===== config.mk =====
export PLATFORM = sky130hd
export DESIGN_NAME = id_ex_pipeline_register
export DESIGN_NICKNAME = d
export VERILOG_FILES = /design/src/rtl/id_ex_pipeline_register_pkg.sv /design/src/rtl/id_ex_pipeline_register_field.sv /design/src/rtl/id_ex_pipeline_register.sv
export SDC_FILE = /design/constraint.sdc
export NUM_CORES = 1
export LEC_CHECK = 0
export ABC_AREA = 1
export CAP_MARGIN = 20
export CORE_UTILIZATION = 40
export DETAILED_ROUTE_END_ITERATION = 7
export GPL_TIMING_DRIVEN = 0
export HOLD_SLACK_MARGIN = 0.05
export PLACE_DENSITY = 0.92
export SETUP_SLACK_MARGIN = 0.5
export SLEW_MARGIN = 25
export SYNTH_ARGS = -nofsm -noshare
export SYNTH_HDL_FRONTEND = slang
export SYNTH_HIERARCHICAL = 1
export SYNTH_SLANG_ARGS = --single-unit

===== constraint.sdc =====
create_clock -name clock -period 1.1 [get_ports clock]
set_input_delay 0.11 -clock clock [delete_from_list [all_inputs] [get_ports clock]]
set_output_delay 0.11 -clock clock [all_outputs]
set_load 0.01 [all_outputs]

===== src/rtl/id_ex_pipeline_register_pkg.sv =====
// rtl/id_ex_pipeline_register_pkg.sv - control-bit layout and ALU-operation encodings for the ID/EX register
package id_ex_pipeline_register_pkg;

  localparam int CONTROL_WIDTH  = 9;
  localparam int CTRL_REG_WRITE = 8;
  localparam int CTRL_MEM_TO_REG = 7;
  localparam int CTRL_MEM_READ  = 6;
  localparam int CTRL_MEM_WRITE = 5;
  localparam int CTRL_BRANCH    = 4;
  localparam int CTRL_ALU_SRC   = 3;
  localparam int CTRL_REG_DST   = 2;
  localparam int CTRL_ALU_OP    = 0;

  localparam logic [CONTROL_WIDTH-1:0] NOP_CONTROL = '0;

  typedef enum logic [1:0] {
    ALU_OP_ADD   = 2'b00,
    ALU_OP_SUB   = 2'b01,
    ALU_OP_FUNCT = 2'b10,
    ALU_OP_ADD2  = 2'b11
  } alu_operation_t;

endpackage


===== src/rtl/id_ex_pipeline_register_field.sv =====
// rtl/id_ex_pipeline_register_field.sv - pipeline_field_register: one field group with load and clear
module pipeline_field_register #(
  parameter int WIDTH = 32
) (
  input  logic             clock,
  input  logic             reset_n,
  input  logic             load,
  input  logic             clear,
  input  logic [WIDTH-1:0] d,
  output logic [WIDTH-1:0] q
);

  // clear beats load so flush can override a concurrent hold
  always_ff @(posedge clock or negedge reset_n) begin
    if (!reset_n)   q <= '0;
    else if (clear) q <= '0;
    else if (load)  q <= d;
  end

endmodule


===== src/rtl/id_ex_pipeline_register.sv =====
// rtl/id_ex_pipeline_register.sv - ID/EX pipeline register with hold, bubble and flush
// Optional ID_EX_PERF_COUNTERS_EN adds saturating bubble_count / flush_count outputs.
module id_ex_pipeline_register
  import id_ex_pipeline_register_pkg::*;
#(
  parameter int DATA_WIDTH     = 32,
  parameter int REG_ADDR_WIDTH = 5
) (
  input  logic                      clock,
  input  logic                      reset_n,
  input  logic                      hold,
  input  logic                      bubble,
  input  logic                      flush,
  input  logic                      id_valid,
  input  logic [CONTROL_WIDTH-1:0]  id_control,
  input  logic [DATA_WIDTH-1:0]     id_pc_plus4,
  input  logic [DATA_WIDTH-1:0]     id_read_data_1,
  input  logic [DATA_WIDTH-1:0]     id_read_data_2,
  input  logic [DATA_WIDTH-1:0]     id_sign_ext_imm,
  input  logic [REG_ADDR_WIDTH-1:0] id_rs,
  input  logic [REG_ADDR_WIDTH-1:0] id_rt,
  input  logic [REG_ADDR_WIDTH-1:0] id_rd,
  output logic                      ex_valid,
  output logic [CONTROL_WIDTH-1:0]  ex_control,
  output logic [1:0]                ex_alu_operation,
  output logic [5:0]                ex_function_code,
  output logic [DATA_WIDTH-1:0]     ex_pc_plus4,
  output logic [DATA_WIDTH-1:0]     ex_read_data_1,
  output logic [DATA_WIDTH-1:0]     ex_read_data_2,
  output logic [DATA_WIDTH-1:0]     ex_sign_ext_imm,
  output logic [REG_ADDR_WIDTH-1:0] ex_rs,
  output logic [REG_ADDR_WIDTH-1:0] ex_rt,
  output logic [REG_ADDR_WIDTH-1:0] ex_rd
`ifdef ID_EX_PERF_COUNTERS_EN
  ,
  output logic [31:0]               bubble_count,
  output logic [31:0]               flush_count
`endif
);

  localparam int DATA_GROUP  = 4 * DATA_WIDTH;
  localparam int INDEX_GROUP = 3 * REG_ADDR_WIDTH;

  logic advance;
  logic bubble_win;
  logic valid_clear;
  logic control_clear;

  assign advance       = !hold;
  assign bubble_win    = !flush && !hold && bubble;
  assign valid_clear   = flush || bubble_win;
  // an invalid ID slot must never carry control bits into EX
  assign control_clear = valid_clear || (!flush && !hold && !id_valid);

  pipeline_field_register #(.WIDTH(1)) u_valid (
    .clock(clock), .reset_n(reset_n), .load(advance), .clear(valid_clear),
    .d(id_valid), .q(ex_valid)
  );

  pipeline_field_register #(.WIDTH(CONTROL_WIDTH)) u_control (
    .clock(clock), .reset_n(reset_n), .load(advance), .clear(control_clear),
    .d(id_control), .q(ex_control)
  );

  pipeline_field_register #(.WIDTH(DATA_GROUP)) u_data (
    .clock(clock), .reset_n(reset_n), .load(advance), .clear(flush),
    .d({id_pc_plus4, id_read_data_1, id_read_data_2, id_sign_ext_imm}),
    .q({ex_pc_plus4, ex_read_data_1, ex_read_data_2, ex_sign_ext_imm})
  );

  pipeline_field_register #(.WIDTH(INDEX_GROUP)) u_index (
    .clock(clock), .reset_n(reset_n), .load(advance), .clear(flush),
    .d({id_rs, id_rt, id_rd}),
    .q({ex_rs, ex_rt, ex_rd})
  );

  assign ex_alu_operation = ex_control[CTRL_ALU_OP +: 2];
  assign ex_function_code = ex_sign_ext_imm[5:0];

`ifdef ID_EX_PERF_COUNTERS_EN
  always_ff @(posedge clock or negedge reset_n) begin
    if (!reset_n) begin
      bubble_count <= '0;
      flush_count  <= '0;
    end else begin
      if (bubble_win && (bubble_count != '1)) bubble_count <= bubble_count + 32'd1;
      if (flush && (flush_count != '1))       flush_count  <= flush_count + 32'd1;
    end
  end
`endif

endmodule


# --- Yosys cells after proc, flatten, opt, wreduce, memory -nomap -nowiden ---
# Index checks and enable logic that the tools add are counted.
word_totals:
  reg_bits: 153
  elab_cells: 23
  input_bits: 158
  output_inout_bits: 161
op_classes:
  reduce_logical: 8
  n_mux: 8
  n_eq_ne: 3
ops:
  columns: ["operator", "n"]
  rows:
  - ["128-bit 2-to-1 mux", 2]
  - ["15-bit 2-to-1 mux", 2]
  - ["9-bit 2-to-1 mux", 2]
  - ["2-bit by 1-bit != test with 1-bit output (second input constant)", 3]
  - ["1-bit logical AND", 3]
  - ["1-bit logical NOT", 3]
  - ["1-bit logical OR", 2]
  - ["1-bit 2-to-1 mux", 2]

# --- Longest topological paths before layout ---
depth:
  ltp_word: 6
  depth_mapped: 6
  mapped_depth_nobuf: 6

# --- By module ---
# The synthesis kept the hierarchy.
modules_own_cells:
  columns: ["module", "n_inst", "seq_area_each_um2", "area_each_um2", "cells_per_inst"]
  rows:
  - ["pipeline_field_register at u_data", 1, 3203.1, 5114.9, 556]
  - ["pipeline_field_register at u_index", 1, 375.4, 620.6, 66]
  - ["pipeline_field_register at u_control", 1, 225.2, 372.9, 39]
  - ["id_ex_pipeline_register", 1, 0.0, 95.1, 15]
  - ["pipeline_field_register at u_valid", 1, 25.0, 45.0, 6]

# --- Least setup slack after synthesis ---
# OpenSTA, ideal clock, no wires.
synth_path:
  path_kind: "input -> register"
  from: "in hold"
  to: "reg u_data.q[105]"
  path_buffers: 2
  slack_ns: 0.317
  setup_time_ns: 0.117
  path_stages: 6
  required_time_ns: 0.983
  arrival_time_ns: 0.666
  path_cell_list: "inv_2 > nor2_2 > buf_4 > buf_6 > nand2_1 > nand2_1"
synth_via:
  elab_chain_len: 1
synth_rtl:
  columns: ["element", "line", "rtl"]
  rows:
  - ["start: declaration", "id_ex_pipeline_register.sv:11", "input logic hold,"]
  - ["2-bit by 1-bit != test with 1-bit output (no line)", null, null]
  - ["end signal: assignment", "id_ex_pipeline_register_field.sv:15", "if (!reset_n) q <= '0;"]
  - ["end signal: assignment", "id_ex_pipeline_register_field.sv:16", "else if (clear) q <= '0;"]
  - ["end signal: assignment", "id_ex_pipeline_register_field.sv:17", "else if (load) q <= d;"]
  - ["end: declaration", "id_ex_pipeline_register_field.sv:10", "output logic [WIDTH-1:0] q"]
# No other way between the ends.
# A chain may end at the register's enable or synchronous reset.

# --- Final worst setup path ---
layout_path:
  from: "reg u_data.q[2]"
  to: "out ex_sign_ext_imm[2]"
layout_lines:
  columns: ["element", "line", "rtl"]
  rows:
  - ["end: declaration", "id_ex_pipeline_register.sv:30", "output logic [DATA_WIDTH-1:0] ex_sign_ext_imm,"]
# No word-level cell between the ends.

==> impl_metrics.csv <==
group,metric,value,unit
drt,vias,6911,
pwr,p_leak,6.33,nW
place,dp_slack,-0.557,ns
timing,finalCritPeriodShare,1.15,
clock_tree,cts-root-buf,"clkbuf_16",
pwr,switchingPower,0.00385,W
timing,setup_slack,-0.165,ns
pwr,p_int,0.0112,W
logic_synthesis,synth_cells,682,
pwr,ir_drop,975,uV
timing,hold_viol_final,61,
logic_synthesis,synth_area,6250,um^2
clock_tree,cts_buffer_depth,2,
outcome,violations,"negative hold slack, negative setup slack",
timing,slew_headroom,0.673,
grt,grt_pass1_vias,6400,
clock_tree,htreeDepth,4,
clock_tree,numClockSinks,153,
critical_path,endpoint_kind,"output port",
timing,max_freq,0.790,GHz
pwr,seq_power_share,0.409,
drt,wl_per_cell,19.1,um
timing,finalCriticalPeriod,1.27,ns
floorplanning,start_util,0.411,
critical_path,cp_max_fo,2,
drt,vias_per_cell,5.22,
logic_synthesis,ys_ff_latch,153,
logic_synthesis,ys_types,14,
drt,first_pass_iters,7,
grt,antenna_found_initial,0,
logic_synthesis,synth_nets,840,
pwr,power.share.clock,0.395,
timing,final.setup.tns,-1.19,ns
floorplanning,die_h,127,um
floorplanning,coreArea,15200,um^2
floorplanning,ios,319,
clock_tree,insertion_delay,0.41,ns
critical_path,critPathLaunchType,"register",
pwr,pwr-share-comb,0.196,
place,place_area,9820,um^2
run,cap_violations,0,
place,place.gp.congestion,0.786,
min_path,worst_hold_path_type,"primary input to async pin",
critical_path,cp.arrival,1.16,ns
final_layout,nNetsFinal,1283,
final_layout,final_core_util,0.769,
timing,clock_skew,0,ns
logic_synthesis,synth-seq-area-share,0.613,
clock_tree,cts_tree,"built",
grt,grt_max_degree,93,
outcome,status,"complete, but fails checks",
timing,rsz0062_at_grt,"true",
final_layout,antenna_cells,0,
pwr,swShare,0.255,
grt,grt_pass1_wl,33.0,mm
critical_path,critPathKind,"register to output port",
drt,routed_wl,25.3,mm
critical_path,cp_data_required_time,0.99,ns
drt,drtAntennaViolNets,0,
timing,tightest_slew,0.491,ns
grt,groute.usage.overall,0.268,
timing,slew_violations,0,
clock_tree,cts_buffers,17,
floorplanning,row_count,45,
logic_synthesis,ys_warn_count,6,
timing,setup_violations,16,
floorplanning,die_area,16100,um^2
floorplanning,die_x,127,um
final_layout,stdcell_count,1325,
final_layout,drive_gt1_frac,0.397,
drt,first_iter_violations,548,
grt,grt-ovfl-total,0,
clock_tree,clk_pin_slew,0.06,ns
final_layout,final_area,11700,um^2
pwr,power.density,1290,nW/um^2
final_layout,syn_to_final_growth,87.2,%
final_layout,fillers,902,
place,dp_hpwl,14.6,mm
drt,drc,0,
logic_synthesis,syn_area_per_cell,9.16,um^2
timing,holdWs,-0.394,ns
place,dp.cells,1189,
place,port_buffers,318,
==> path summary, 6_finish.rpt <==
| path | startpoint | to | slack [ns] | depth (start not counted) |
|---|---|---|---|---|
| worst min register to register | u_data/q[46]$_DFFE_PN0P_ | u_data/q[46]$_DFFE_PN0P_ | 0.46 | 2 |
| worst min-delay path | reset_n | u_data/q[78]$_DFFE_PN0P_ | -0.39 | 1 |
| max in group asynchronous | reset_n | u_control/q[0]$_DFFE_PN0P_ | 0.67 | 2 |
| worst max-delay path | u_data/q[2]$_DFFE_PN0P_ | ex_sign_ext_imm[2] | -0.17 | 3 |
| min in group clock | flush | u_index/q[12]$_DFFE_PN0P_ | 0.01 | 4 |
| worst max register to register | u_data/q[9]$_DFFE_PN0P_ | u_data/q[9]$_DFFE_PN0P_ | 0.22 | 4 |
==> critical path, cell delays in order, from the launching register on <==
cell and delay, ns:
dfrtp_1 0.40, buf_6 0.13, buf_6 0.10, buf_6 0.11
==> power groups by stage <==
stage	sequential, W	combinational (W)	clock (W)
3_3_place_gp	0.00621	0.00231	0
6_report	0.00618	0.00296	0.00595
3_5_place_dp	0.00622	0.00237	0
4_1_cts	0.00613	0.00246	0.00598
2_1_floorplan	0.00635	0.000655	0
5_1_grt	0.00620	0.00313	0.00630
==> stage by stage <==
step	total power (W)	hold slack (ns)
3_3_place_gp	0.00852	0.451
3_5_place_dp	0.00859	0.0683
6_report	0.0151	-0.394
5_1_grt	0.0156	-0.365
4_1_cts	0.0146	-0.381
2_1_floorplan	0.00701	-0.186
==> cells in the mapped netlist <==
master / count / share of area
buf_6: 7 / 0.013
nor2_4: 1 / 0.0018
dfrtp_1: 153 / 0.61
nor2_1: 1 / 0.00060
nand3_1: 153 / 0.12
inv_2: 3 / 0.0018
nor2_2: 1 / 0.0010
buf_2: 13 / 0.010
nand3_2: 1 / 0.0016
inv_1: 4 / 0.0024
nor2_8: 1 / 0.0032
nand2_1: 305 / 0.18
buf_4: 35 / 0.042
nand2_2: 4 / 0.0040
==> placed cells by master (no fill, tap or decap) <==
| cell | netlist | final |
|---|---|---|
| dfrtp_1 | 153 | 152 |
| bufinv_16 | 0 | 3 |
| nand2_4 | 0 | 9 |
| inv_6 | 0 | 1 |
| clkinvlp_4 | 0 | 1 |
| buf_12 | 0 | 13 |
| nor2_1 | 1 | 1 |
| buf_4 | 35 | 23 |
| nor2_4 | 1 | 2 |
| buf_6 | 7 | 175 |
| nor2_8 | 1 | 1 |
| clkinv_2 | 0 | 3 |
| clkbuf_4 | 0 | 4 |
| clkbuf_1 | 0 | 2 |
| nand2_1 | 305 | 220 |
| inv_1 | 4 | 4 |
| inv_12 | 0 | 1 |
| dlygate4sd2_1 | 0 | 2 |
| buf_2 | 13 | 97 |
| inv_4 | 0 | 1 |
| nand2_2 | 4 | 80 |
| clkdlybuf4s50_1 | 0 | 152 |
| nand3_4 | 0 | 1 |
| buf_8 | 0 | 5 |
| clkinv_4 | 0 | 3 |
| dfrtp_2 | 0 | 1 |
| nand3_1 | 153 | 153 |
| buf_16 | 0 | 2 |
| clkbuf_8 | 0 | 1 |
| inv_2 | 3 | 1 |
| clkbuf_16 | 0 | 23 |
==> per-layer routing <==
metal | up-vias | part of all wire | GRT usage
li1 | 3054 | - | -
met1 | 3356 | 0.36 | 0.302
met2 | 411 | 0.52 | 0.464
met3 | 90 | 0.077 | 0.0733
met4 | 0 | 0.049 | 0.146
met5 | - | 0 | 0
==> sequential cells by signal, indices dropped and copies added (netlist names) <==
name / flops
u_data/q: 128
u_index/q: 15
u_control/q: 9
u_valid/q: 1
==> cells by family (layout without fill, tap and decap cells) <==
group                  after synthesis  after routing  share of synthesized area
and+or+nand+nor                    467            467                      0.318
buffers and inverters               62            517                     0.0693
DFF                                153            153                      0.613
==> final cells by class <==
| class | instances | area [um^2] | area share |
|---|---|---|---|
| multi-input cells | 467 | 2260 | 0.193 |
| plain buffers | 55 | 633 | 0.0541 |
| repair buffers | 424 | 4110 | 0.351 |
| flip-flops and latches | 153 | 3830 | 0.327 |
| clock buffers | 20 | 447 | 0.0382 |
| well taps | 188 | 235 | 0.0201 |
| clock inverters | 11 | 148 | 0.0126 |
| inverters | 7 | 41.3 | 0.00353 |
==> what timing repair did <==
item                                   4_1_cts  5_1_grt
pin swaps                                   48      108
resized for setup                          762      198
endpoints found under the hold margin       62       66
buffers inserted                            63       35
cloned                                       1        6
setup endpoints to repair                  314      313
(Power assumes the default switching activity.)
